[config.mk]
export PLATFORM = sky130hd
export DESIGN_NAME = controle_escrita_banco
export DESIGN_NICKNAME = d
export VERILOG_FILES = /design/src/rtl/controle_escrita_banco.sv
export SDC_FILE = /design/constraint.sdc
export NUM_CORES = 1
export LEC_CHECK = 0
export CORE_MARGIN = 10
export CORE_UTILIZATION = 56
export CTS_CLUSTER_DIAMETER = 200
export CTS_CLUSTER_SIZE = 40
export DETAILED_ROUTE_END_ITERATION = 7
export GPL_TIMING_DRIVEN = 0
export PLACE_DENSITY = 0.91
export SYNTH_ARGS = -nofsm -noshare
export SYNTH_HDL_FRONTEND = slang
export SYNTH_SLANG_ARGS = --single-unit
[constraint.sdc]
create_clock -name clk -period 3 [get_ports clk]
set_clock_uncertainty 0.15 [all_clocks]
set_input_delay 0.9 -clock clk [delete_from_list [all_inputs] [get_ports clk]]
set_output_delay 0.9 -clock clk [all_outputs]
set_load 0.005 [all_outputs]
[src/rtl/controle_escrita_banco.sv]
// Register-bank write-port controller: synchronizes and debounces two push-buttons,
// and turns each accepted press into a single-cycle write strobe with latched address/data.
module controle_escrita_banco #(
  parameter int DATA_W     = 16,
  parameter int ADDR_W     = 4,
  parameter int DEB_CYCLES = 1000000
) (
  input  logic              clk,
  input  logic              rst,
  input  logic              key_wr_n,
  input  logic              key_clr_n,
  input  logic [ADDR_W-1:0] sw_addr,
  input  logic [DATA_W-1:0] sw_data,
  output logic              wr_en,
  output logic [ADDR_W-1:0] wr_addr,
  output logic [DATA_W-1:0] wr_data,
  output logic              busy,
  output logic [7:0]        wr_count
);

  localparam int CNT_W = (DEB_CYCLES > 1) ? $clog2(DEB_CYCLES) : 1;
  localparam logic [CNT_W-1:0] CNT_LAST = CNT_W'(DEB_CYCLES - 1);
  localparam int KEY_WR  = 0;
  localparam int KEY_CLR = 1;

  typedef enum logic [1:0] {
    IDLE     = 2'd0,
    WRITE    = 2'd1,
    WAIT_REL = 2'd2
  } state_t;

  logic [1:0]       raw_s;
  logic [1:0]       sync1_q;
  logic [1:0]       sync2_q;
  logic [1:0]       acc_q;
  logic [1:0]       acc_d;
  logic [1:0]       acc_prev_q;
  logic [1:0]       press_s;
  logic [CNT_W-1:0] cnt_q [2];
  logic [CNT_W-1:0] cnt_d [2];

  state_t              state_q;
  state_t              state_d;
  logic                wr_en_q;
  logic                wr_en_d;
  logic                busy_q;
  logic                busy_d;
  logic [ADDR_W-1:0]   wr_addr_q;
  logic [ADDR_W-1:0]   wr_addr_d;
  logic [DATA_W-1:0]   wr_data_q;
  logic [DATA_W-1:0]   wr_data_d;
  logic [7:0]          wr_count_q;
  logic [7:0]          wr_count_d;

  assign raw_s = {key_clr_n, key_wr_n};

  // Synchronizer, accepted levels and debounce counters for both keys
  always_ff @(posedge clk) begin
    if (rst) begin
      sync1_q    <= 2'b11;
      sync2_q    <= 2'b11;
      acc_q      <= 2'b11;
      acc_prev_q <= 2'b11;
      cnt_q[0]   <= {CNT_W{1'b0}};
      cnt_q[1]   <= {CNT_W{1'b0}};
    end else begin
      sync1_q    <= raw_s;
      sync2_q    <= sync1_q;
      acc_q      <= acc_d;
      acc_prev_q <= acc_q;
      cnt_q[0]   <= cnt_d[0];
      cnt_q[1]   <= cnt_d[1];
    end
  end

  // Debounce: accept a new level on the DEB_CYCLES-th consecutive differing cycle
  always_comb begin
    acc_d = acc_q;
    for (int k = 0; k < 2; k++) begin
      cnt_d[k] = {CNT_W{1'b0}};
      if (sync2_q[k] != acc_q[k]) begin
        if (cnt_q[k] == CNT_LAST) begin
          acc_d[k] = sync2_q[k];
          cnt_d[k] = {CNT_W{1'b0}};
        end else begin
          cnt_d[k] = cnt_q[k] + {{(CNT_W-1){1'b0}}, 1'b1};
        end
      end else begin
        cnt_d[k] = {CNT_W{1'b0}};
      end
    end
  end

  assign press_s = acc_prev_q & ~acc_q;

  // FSM state and registered write-port outputs
  always_ff @(posedge clk) begin
    if (rst) begin
      state_q    <= IDLE;
      wr_en_q    <= 1'b0;
      busy_q     <= 1'b0;
      wr_addr_q  <= {ADDR_W{1'b0}};
      wr_data_q  <= {DATA_W{1'b0}};
      wr_count_q <= 8'd0;
    end else begin
      state_q    <= state_d;
      wr_en_q    <= wr_en_d;
      busy_q     <= busy_d;
      wr_addr_q  <= wr_addr_d;
      wr_data_q  <= wr_data_d;
      wr_count_q <= wr_count_d;
    end
  end

  // Next state; press events outside IDLE are dropped, clear wins on a tie
  always_comb begin
    state_d    = state_q;
    wr_addr_d  = wr_addr_q;
    wr_data_d  = wr_data_q;
    wr_count_d = wr_count_q;
    case (state_q)
      IDLE: begin
        if (press_s != 2'b00) begin
          state_d   = WRITE;
          wr_addr_d = sw_addr;
          if (press_s[KEY_CLR]) begin
            wr_data_d = {DATA_W{1'b0}};
          end else begin
            wr_data_d = sw_data;
          end
        end else begin
          state_d = IDLE;
        end
      end
      WRITE: begin
        state_d    = WAIT_REL;
        wr_count_d = wr_count_q + 8'd1;
      end
      WAIT_REL: begin
        if (acc_q == 2'b11) begin
          state_d = IDLE;
        end else begin
          state_d = WAIT_REL;
        end
      end
      default: begin
        state_d = IDLE;
      end
    endcase
    wr_en_d = (state_d == WRITE);
    busy_d  = (state_d != IDLE);
  end

  assign wr_en    = wr_en_q;
  assign busy     = busy_q;
  assign wr_addr  = wr_addr_q;
  assign wr_data  = wr_data_q;
  assign wr_count = wr_count_q;

endmodule

==> metrics.md <==
| Metric | Value |
|---|---|
| Final number of setup-violating endpoints | 0 |
| Worst slew margin relative to its limit | 42.4% |
| Pwr Density | 473 nW/um^2 |
| Fillers | 363 |
| Number of global-route vias before repair | 2540 |
| Sink count of the clock tree | 80 |
| Area of the die | 9050 sq um |
| Classification of the worst-slack hold path | flip-flop to flip-flop |
| DIE HEIGHT | 95.1 um |
| Minimum clock period after layout | 2.39 ns |
| Antenna fix cells | 0 |
| Starting density of the core | 57.4% |
| Overall fraction of global-route tracks in use | 15.6% |
| Unrepaired setup endpoints after global routing | false |
| Number of flip-flops and latches in the synthesized netlist | 80 |
| Residual DRC count | 0 |
| Number of unique standard cell types used by synthesis | 38 |
| Switching share of total power | 24.3% |
| Critical Path Source Type | flip-flop |
| Fraction of synthesized cell area taken by the top area cell type | 50.7% |
| Required @ worst endpoint | 1.95 ns |
| Post-CTS Setup Inserts | 0 |
| Fraction of power consumed by combinational cells | 2.8% |
| Maximum ir drop on the vdd rail | 0.000409 V |
| Crit Path Max Fanout | 5 |
| Global-route wire length before repair | 11.4 mm |
| Number of placement rows | 27 |
| Total power | 1.88 mW |
| Area growth from synthesis to layout | 25.5% |
| Gates resized, CTS repair | 0 |
| Slowest stage cell on the critical path | sky130_fd_sc_hd__clkdlybuf4s50_1 |
| Highest cell delay on the worst timing path | 0.55 ns |
| # nets final | 423 |
| Mapped Nets | 360 |
| Initial detailed-routing violation count | 97 |
| Final Cycle Share | 79.8% |
| Via count | 2561 |
| Routability congestion estimate from global placement | 0.884 |
| CTS clock-pin slew for the worst setup and hold paths | 0.09 ns |
| Post-detailed-route wirelength per cell | 14.6 um |
| Drt via density | 5.41 |
| Count of buffers from port buffering | 52 |
| Maximum buffer depth of the clock tree | 2 |
| Fraction of layout cells with a size suffix above 1 | 8.98% |
| Area used by sequential logic in the layout | 1600 sq um |
| Part of the Yosys area used for sequential elements | 50.7% |
| Fin. max-slew vios | 0 |
| Maximum number of pins on one net before global-route repair | 18 |
| Number of synthesized flops with an enable pin | 0 |
| Final hold violation count | 0 |
| Die X-Extent | 95.1 um |
| Level count of the clock H-tree | 3 |
| Family with the most delay on the worst path | buffers and inverters |
| Yosys synthesis warning count | 0 |
| Cells traversed along the worst timing path | clkdlybuf4s50_1 |
| Buffer and inverter count on the worst path | 1 |
| CTS Buf Count | 9 |
| Largest area contributor in the synthesized netlist | sky130_fd_sc_hd__dfxtp_1 |
| Maximum clock rate | 418 MHz |
| Part of the power in registers | 56.7% |
| Area of the core | 5510 sq um |
| Max-cap violations | 0 |
| Commonest non-fill, non-tap cells in the layout | sky130_fd_sc_hd__dfxtp_1 (80), sky130_fd_sc_hd__nor2_1 (54), sky130_fd_sc_hd__clkdlybuf4s50_1 (52), sky130_fd_sc_hd__xnor2_1 (28), sky130_fd_sc_hd__a22o_1 (16) |
| Synthesized cell area | 3160 sq um |
| Slew at the pin closest to its max-slew limit | 0.858 ns |
| Switching power | 456 uW |
| TritonCTS clock tree | yes |
| Number of antenna violations at the first check in global routing | 0 |
| Cell internal power dissipation | 1.42 mW |
| # hold bufs at CTS | 0 |
| Asr flop ratio synth | 0% |
| Arrival time of the worst setup path | 1.34 ns |
| Setup crit end kind | primary output |
| Total routed wirelength | 6.90 mm |
| Congestion Overflow GR | 0 |
| Post-route design area | 3970 sq um |
| Count of nets left with antenna violations after detail routing | 0 |
| Classification of the worst setup path | flip-flop to primary output |
| Multi-input gate area in the final layout | 1450 sq um |
| Clock root buffer | sky130_fd_sc_hd__clkbuf_8 |
| DRT Pass-1 Iters | 4 |
| Num ports | 54 |
| Dominant synthesized flop cell | sky130_fd_sc_hd__dfxtp_1 |
| Part of the total power dissipated in the clock network | 40.5% |
| Syn_area_per_cell | 9.49 sq um |
| Top cells by area, synth | sky130_fd_sc_hd__dfxtp_1 (51%), sky130_fd_sc_hd__xnor2_1 (7.8%), sky130_fd_sc_hd__nor2_1 (6.4%), sky130_fd_sc_hd__a22o_1 (4.4%), sky130_fd_sc_hd__xor2_1 (2.8%) |
| Cell area after placement | 3770 sq um |
| Standby leakage power | 1.31 nW |
| Most common cell after layout, fill and taps aside | sky130_fd_sc_hd__dfxtp_1 |
| Total negative slack for setup checks | 0 ns |
| Insertion delay to the later sink of the worst-skew pair | 0.36 ns |
| Status | complete, no violations |
| Number of standard cells after synthesis | 333 |
| DPL Wire Length | 5.01 mm |
cells in the mapped netlist, types with 2 or more instances:
cell,count
sky130_fd_sc_hd__inv_1,13
sky130_fd_sc_hd__or4b_1,2
sky130_fd_sc_hd__ha_1,3
sky130_fd_sc_hd__and3_1,2
sky130_fd_sc_hd__clkbuf_1,8
sky130_fd_sc_hd__or4_1,6
sky130_fd_sc_hd__nand4_1,12
sky130_fd_sc_hd__xor2_1,10
sky130_fd_sc_hd__o31ai_1,5
sky130_fd_sc_hd__a21oi_1,9
sky130_fd_sc_hd__o21ai_0,2
sky130_fd_sc_hd__or2_2,10
sky130_fd_sc_hd__nand2_1,13
sky130_fd_sc_hd__nor3_1,7
sky130_fd_sc_hd__buf_2,2
sky130_fd_sc_hd__nor2b_1,4
sky130_fd_sc_hd__a22o_1,16
sky130_fd_sc_hd__mux2i_1,5
sky130_fd_sc_hd__xnor2_1,28
sky130_fd_sc_hd__dfxtp_1,80
sky130_fd_sc_hd__nor2_1,54
sky130_fd_sc_hd__or3b_2,3
sky130_fd_sc_hd__nor4_1,10
sky130_fd_sc_hd__buf_6,2
sky130_fd_sc_hd__nand3_1,12
sky130_fd_sc_hd__or3_1,3
per-stage QoR:
stage | hold slack, ns | std cells | worst slack (ns) | utilization [%]
6_report | 0.277 | 473 | 0.607 | 72.1
5_1_grt | 0.299 | 473 | 0.545 | 72.1
4_1_cts | 0.281 | 473 | 0.593 | 72.1
3_5_place_dp | 0.254 | 457 | 0.393 | 68.5
3_3_place_gp | 0.244 | 457 | 0.472 | 68.5
2_1_floorplan | 0.239 | 333 | 0.801 | -
final cells by class:
class	instances	share of cell area, %
clock buffers	9	3.12
clock inverters	7	1.83
well taps	72	2.27
inverters	13	1.23
multi-input cells	228	36.5
flip-flops and latches	80	40.4
repair buffers	52	13.1
plain buffers	12	1.58
cells by family after synthesis:
logic type | after synthesis | share of synthesized area, %
AOI/OAI and AO/OA | 39 | 9.26
xor gates and xnor gates | 38 | 10.5
adders and majority gates | 3 | 1.19
buffers and inverters | 25 | 3.52
DFF | 80 | 50.7
muxes | 5 | 1.58
and+or+nand+nor | 143 | 23.3
state kept, by name, indices dropped and copies added (netlist names):
signal / count
cnt_q: 40
wr_data: 16
wr_count: 8
wr_addr: 4
acc_prev_q: 2
acc_q: 2
state_q: 2
sync1_q: 2
sync2_q: 2
busy: 1
wr_en: 1
worst paths after layout:
check / startpoint / end / slack (ns) / depth (start not counted)
worst min register to register: sync1_q[1] / sync2_q[1] / 0.28 / 1
worst max register to register: acc_q[1] / wr_data[11] / 0.68 / 5
worst max-delay path: wr_count[2] / wr_count[2] / 0.61 / 1
worst min-delay path: sync1_q[1] / sync2_q[1] / 0.28 / 1
power groups by stage:
stage,logic [mW],registers [mW],clock network (mW)
final,0.0521,1.07,0.761
after floorplan,0.0174,1.09,0
after global placement,0.0500,1.09,0
after CTS,0.0524,1.07,0.779
after global routing,0.0569,1.07,0.819
after detailed placement,0.0520,1.09,0
routing by layer:
layer,wire length [um],vias to the layer above,global-route usage (%)
met5,0,-,0
met4,97,0,5.61
met3,351,12,6.21
li1,-,1282,-
met2,3590,51,27.4
met1,2860,1216,16.6
Note: power is estimated with default switching activity, not from simulation.
